File: config.mk
export PLATFORM = sky130hd
export DESIGN_NAME = wshb_rect_fill
export DESIGN_NICKNAME = d
export VERILOG_FILES = /design/src/rtl/wshb_rect_fill.sv
export SDC_FILE = /design/constraint.sdc
export NUM_CORES = 1
export LEC_CHECK = 0
export BUFFER_PORTS_ARGS = -buffer_cell sky130_fd_sc_hd__buf_2
export CORE_UTILIZATION = 45
export CTS_CLUSTER_SIZE = 40
export DETAILED_ROUTE_END_ITERATION = 10
export PLACE_DENSITY = 0.74
export SETUP_SLACK_MARGIN = 0.3
export SLEW_MARGIN = 20
export SYNTH_ARGS = -nofsm -noshare
export SYNTH_HDL_FRONTEND = slang
export SYNTH_SLANG_ARGS = --single-unit
File: constraint.sdc
create_clock -name clk -period 5.5 [get_ports clk]
set_input_delay 0.55 -clock clk [delete_from_list [all_inputs] [get_ports clk]]
set_output_delay 0.55 -clock clk [all_outputs]
set_load 0.005 [all_outputs]
File: src/rtl/wshb_rect_fill.sv
// Wishbone classic-cycle write master that fills a clipped rectangle of the
// framebuffer in raster order, one 32-bit word per pixel at 4*(HDISP*y + x).
`timescale 1ns/1ps
module wshb_rect_fill #(
    parameter int HDISP = 800,
    parameter int VDISP = 480,
    parameter int GRID  = 16
) (
    input  logic                       clk,
    input  logic                       rst,
    input  logic                       start,
    input  logic                       mode,
    input  logic [$clog2(HDISP)-1:0]   x0,
    input  logic [$clog2(VDISP)-1:0]   y0,
    input  logic [$clog2(HDISP):0]     w,
    input  logic [$clog2(VDISP):0]     h,
    input  logic [23:0]                color,
    output logic                       busy,
    output logic                       done,
    output logic                       wshb_cyc,
    output logic                       wshb_stb,
    output logic                       wshb_we,
    output logic [31:0]                wshb_adr,
    output logic [31:0]                wshb_dat_ms,
    output logic [3:0]                 wshb_sel,
    output logic [2:0]                 wshb_cti,
    output logic [1:0]                 wshb_bte,
    input  logic                       wshb_ack
);

    localparam int XW  = $clog2(HDISP);
    localparam int YW  = $clog2(VDISP);
    localparam int XEW = XW + 2;
    localparam int YEW = YW + 2;
    localparam int GB  = $clog2(GRID);

    localparam logic [XEW-1:0] HDISP_X = XEW'(HDISP);
    localparam logic [YEW-1:0] VDISP_Y = YEW'(VDISP);

    typedef enum logic [1:0] {
        S_IDLE  = 2'd0,
        S_WRITE = 2'd1,
        S_DONE  = 2'd2
    } state_t;

    state_t          state_q, state_d;
    logic            mode_q, mode_d;
    logic [23:0]     color_q, color_d;
    logic [XW-1:0]   x0_q, x0_d;
    logic [XEW-1:0]  x_end_q, x_end_d;
    logic [YEW-1:0]  y_end_q, y_end_d;
    logic [XW-1:0]   x_q, x_d;
    logic [YW-1:0]   y_q, y_d;

    logic [XEW-1:0]  x_sum;
    logic [YEW-1:0]  y_sum;
    logic [XEW-1:0]  x_end_c;
    logic [YEW-1:0]  y_end_c;
    logic            empty_c;
    logic            x_last;
    logic            y_last;
    logic            on_grid;
    logic [23:0]     pixel;
    logic [31:0]     pix_idx;

    // Widened sums cannot overflow, so the min() clip against the screen is exact.
    always_comb begin
        x_sum   = {2'b00, x0} + {1'b0, w};
        y_sum   = {2'b00, y0} + {1'b0, h};
        x_end_c = (x_sum > HDISP_X) ? HDISP_X : x_sum;
        y_end_c = (y_sum > VDISP_Y) ? VDISP_Y : y_sum;
        empty_c = (w == '0) || (h == '0) ||
                  ({2'b00, x0} >= HDISP_X) || ({2'b00, y0} >= VDISP_Y);
    end

    always_comb begin
        x_last = (({2'b00, x_q} + XEW'(1)) == x_end_q);
        y_last = (({2'b00, y_q} + YEW'(1)) == y_end_q);
    end

    always_comb begin
        state_d = state_q;
        mode_d  = mode_q;
        color_d = color_q;
        x0_d    = x0_q;
        x_end_d = x_end_q;
        y_end_d = y_end_q;
        x_d     = x_q;
        y_d     = y_q;
        case (state_q)
            S_IDLE: begin
                if (start) begin
                    mode_d  = mode;
                    color_d = color;
                    x0_d    = x0;
                    x_end_d = x_end_c;
                    y_end_d = y_end_c;
                    x_d     = x0;
                    y_d     = y0;
                    state_d = empty_c ? S_DONE : S_WRITE;
                end
            end
            S_WRITE: begin
                if (wshb_ack) begin
                    if (x_last && y_last) begin
                        state_d = S_DONE;
                    end else if (x_last) begin
                        x_d = x0_q;
                        y_d = y_q + YW'(1);
                    end else begin
                        x_d = x_q + XW'(1);
                    end
                end
            end
            S_DONE: begin
                state_d = S_IDLE;
            end
            default: begin
                state_d = S_IDLE;
            end
        endcase
    end

    always_ff @(posedge clk or posedge rst) begin
        if (rst) begin
            state_q <= S_IDLE;
            mode_q  <= 1'b0;
            color_q <= '0;
            x0_q    <= '0;
            x_end_q <= '0;
            y_end_q <= '0;
            x_q     <= '0;
            y_q     <= '0;
        end else begin
            state_q <= state_d;
            mode_q  <= mode_d;
            color_q <= color_d;
            x0_q    <= x0_d;
            x_end_q <= x_end_d;
            y_end_q <= y_end_d;
            x_q     <= x_d;
            y_q     <= y_d;
        end
    end

    // Grid lines use absolute screen coordinates; GRID is a power of two.
    always_comb begin
        on_grid = (x_q[GB-1:0] == '0) || (y_q[GB-1:0] == '0);
        pixel   = (mode_q && on_grid) ? 24'hFF_FFFF : color_q;
        pix_idx = 32'(HDISP) * 32'(y_q) + 32'(x_q);
    end

    // Address and data follow the registered position, so they stay put until ack.
    assign wshb_adr    = {pix_idx[29:0], 2'b00};
    assign wshb_dat_ms = {8'h00, pixel};
    assign wshb_cyc    = (state_q == S_WRITE);
    assign wshb_stb    = (state_q == S_WRITE);
    assign wshb_we     = 1'b1;
    assign wshb_sel    = 4'b1111;
    assign wshb_cti    = 3'b000;
    assign wshb_bte    = 2'b00;
    assign busy        = (state_q == S_WRITE);
    assign done        = (state_q == S_DONE);

endmodule

Word level (Yosys, flattened, before mapping)
Index checks and enable logic that the tools add are counted.

Reduce and logical (&&, ||, !) cells: 16. Add/sub/neg operators: 7. $lt $le $gt $ge: 4. Eq/ne operators: 9. Mux-type cells: 18. $mul: 1.

Operator list (count): $mux W10 (4); $mux W9 (4); $mux W24 (1); $add A19 B10 Y20 (1); $pmux W10 S2 (1); $pmux W9 S2 (1); $mul A5 B9 Y14 const A (1); $add A10 B11 Y12 (1); $eq A11 B12 Y1 (1); $gt A12 B10 Y1 const B (1); $mux W12 (1); $add A10 B1 Y11 const B (1); $add A9 B10 Y11 (1); $eq A10 B11 Y1 (1); $gt A11 B9 Y1 const B (1); $logic_not A11 Y1 (1); $mux W11 (1); $add A10 B1 Y10 const B (1); $add A9 B1 Y10 const B (1); $ge A10 B10 Y1 const B (1); $logic_not A10 Y1 (1); $add A9 B1 Y9 const B (1); $ge A9 B9 Y1 const B (1); $logic_not A4 Y1 (2); other kinds (14) (24).

Output and inout bits: 78. Bits of input ports: 69. Register bits: 79.

Logic depth before layout (Yosys ltp)
Depth in word-level cells: 7. Mapped depth: 13. Depth with buffers taken out: 13.

Worst setup path after synthesis
OpenSTA, ideal clock, no wires.

Path type: flip-flop to output port. Start: register y_q[2]. End: output port wshb_adr[20]. Buffers on the path: 0. Required time: 4.950 ns. Stages on the path, launching flop included: 13. Slack: 1.448 ns. Data arrival time: 3.502 ns. Cell sequence: dfrtp_1 -> inv_1 -> ha_1 -> ha_1 -> fa_1 -> ha_1 -> nor2b_1 -> o21ai_0 -> a21oi_1 -> o31a_1 -> nor4b_1 -> nand4_1 -> xnor2_1.

Word-level cells in the longest chain between the ends: 2.

RTL lines: start, declared (line 53) `logic [YW-1:0] y_q, y_d;`; start signal, assigned (line 142) `y_q <= y_d;`; $mul A5 B9 Y14 (line 150) `pix_idx = 32'(HDISP) * 32'(y_q) + 32'(x_q);`; $add A19 B10 Y20 (line 150); end, declared (line 23) `output logic [31:0] wshb_adr,`.

No other way between the ends.

Final worst setup path
Start: register y_q[2]. End: output port wshb_adr[21].

Same word-level chain as after synthesis.

==> reports/results.ini <==
[outcome]
status=finished clean

[detailed_routing]
drt_iter0_markers=317
wl_um=17300
postRouteAntennaNets=0
avgRoutedWirePerCell_um=15.8
vias_per_cell=5.48
drt-pass1-iter-count=4
drc=0
num_vias=6021

[critical_path]
rr_endpoint=y_q[6]
r2r_slack_ns=1.74
worst_setup_path_start_kind=flip-flop
cp.required_ns=4.95
reg2regPathDepth=9
path_class=reg2out
endpoint_kind=output port
crit_fanout=7
timing.rr.start=x_q[0]
critPathArrivalTime_ns=4.26

[yosys]
synth-seq-area-share=0.282
synth_commonest_cells=nand2_1, dfrtp_1, ha_1
synth.area.top_cells=dfrtp_1, ha_1, nand2_1
synth-main-ff-cell=dfrtp_1
synth_cell_types=83
synthCells=818
yosys_warnings=0
async_reset_ff_frac=1.00
netlist.area_leader.share=0.282
synth-seq-cells=79
yosys.area.top_type=dfrtp_1
synth_edf_count=0
syn_area_um2=7010
synth_most_common_cell=nand2_1
avgSynthCellArea_um2=8.57

[clocking]
path_clk_slew_ns=0.06
tritoncts=built
cts-htree-levels=3
cts_buffers=9
clock_sinks=79
cts_root_buf=clkbuf_16
clockBufferDepth=2
clk_latency_ns=0.33
post_cts_buffers=0
cts_hold_buffers=0
cts.repair.resized=0

[grt]
grt_pass1_vias=5682
grt_max_degree=80
antenna_found_initial=0
grt-ovfl-total=0
grt_pass1_wl_um=28900
track_usage=0.224

[layout]
fin_util=0.513
nets=1040
seq_area_um2=1980
syn_to_final_growth_pct=11.3
drive_above_1_share=0.173
fillCellCount=1452
multi_input_area_um2=4470

[placement]
place_hpwl_um=13000
place_congestion=0.898
io_buffers=116

[timing]
rsz0062_at_grt=no
hold_viol_final=0
finalCriticalPeriod_ns=4.81
fmax_mhz=208
skew_ns=0.00384
setup_tns_ns=0
finalCritPeriodShare=0.874
slew_violations=0
setup_viol=0
relSlewSlack=0.331
tightest_slew_ns=1.00

[job]
maxCapViolations=0

[floorplanning]
die_y_um=127
die_area_um2=16100
die_w_um=127
fp.coreArea_um2=15200
initial_core_util=0.461
ios=147
std_cell_rows=45

[worst_hold_path]
worstHoldPathType=in2async

-- how the worst max path moves through the flow --
stage | slack (ns) | cells after the start | startpoint | endpoint
after detailed placement | 1.05 | 13 | y_q[2] | wshb_adr[21]
after floorplan | 1.45 | 12 | y_q[2] | wshb_adr[20]
after CTS | 0.65 | 13 | y_q[2] | wshb_adr[21]
after global routing | 0.32 | 13 | y_q[2] | wshb_adr[21]
final | 0.69 | 13 | y_q[2] | wshb_adr[21]
after global placement | 1.12 | 13 | y_q[2] | wshb_adr[20]
-- flip-flops by register name, summed over array words and instances, names as in the netlist --
register / cells
color_q: 24
mode_q: 1
state_q: 2
x0_q: 10
x_end_q: 12
x_q: 10
y_end_q: 11
y_q: 9
-- routing by layer --
| metal | vias up | global-route usage | wire (um) | part of all wire |
|---|---|---|---|---|
| li1 | 2998 | - | - | - |
| met1 | 2818 | 0.310 | 8050 | 0.46 |
| met2 | 190 | 0.355 | 7800 | 0.45 |
| met3 | 15 | 0.0418 | 1220 | 0.071 |
| met4 | 0 | 0.0665 | 255 | 0.015 |
| met5 | - | 0 | 0 | 0 |
-- logic make-up after synthesis --
logic type / after synthesis / synth area share
AND/OR/NAND/NOR: 323 / 0.224
AO/OA/AOI/OAI: 153 / 0.172
buffers and inverters: 119 / 0.0958
flip-flops: 79 / 0.282
adder cells (fa/ha/maj): 68 / 0.129
XOR/XNOR: 63 / 0.0806
multiplexers: 11 / 0.0159
other: 2 / 0.00107
-- layout make-up --
class | count | area share
Sequential cell | 79 | 0.253
Multi-Input combinational cell | 648 | 0.573
Timing Repair Buffer | 118 | 0.0768
Tap cell | 188 | 0.0301
Antenna cell | 2 | 0.000641
Clock buffer | 10 | 0.0293
Clock inverter | 6 | 0.0139
Inverter | 47 | 0.0228
-- worst max-delay path, stage by stage, from the launching register on --
cell	delay [ns]
dfrtp_1	0.49
inv_1	0.08
ha_1	0.30
ha_1	0.32
fa_1	0.46
ha_1	0.34
nor2b_1	0.14
o21ai_0	0.28
a21oi_1	0.16
o31a_1	0.31
nor4b_1	0.57
nand3_1	0.15
nor3b_1	0.19
buf_2	0.14
-- metrics by stage --
step | cell area [um^2] | hold slack (ns) | worst slack (ns) | std cells
5_1_grt | 7800 | 0.397 | 0.322 | 1096
3_5_place_dp | 7460 | 0.458 | 1.05 | 1080
4_1_cts | 7790 | 0.395 | 0.653 | 1096
6_report | 7800 | 0.382 | 0.692 | 1098
3_3_place_gp | 7460 | 0.450 | 1.12 | 1080
2_1_floorplan | 7120 | 0.437 | 1.45 | 846
-- layout by cell type, fill, tap and decap left out, types with 4 or more instances in the layout --
cell type	count
nor3_1	13
a21oi_1	15
a21o_1	8
o31a_1	7
xnor2_1	37
ha_1	61
nand4_1	11
nor2_1	28
a2bb2oi_1	6
or4_1	7
o22a_1	12
fa_1	7
o21ai_0	16
conb_1	30
nor4_1	18
nand2b_1	28
o31ai_1	11
nand3_1	20
o21bai_1	5
inv_1	44
xor2_1	25
and2_1	8
mux2i_1	10
nor2b_1	7
clkbuf_16	9
o211ai_1	4
a31oi_1	15
buf_2	116
nand2_1	160
dfrtp_1	79
nor3b_1	4
o221ai_1	7
Power is not shown: default switching activity piles up to over one toggle a cycle in this logic, so the estimate is an artifact.
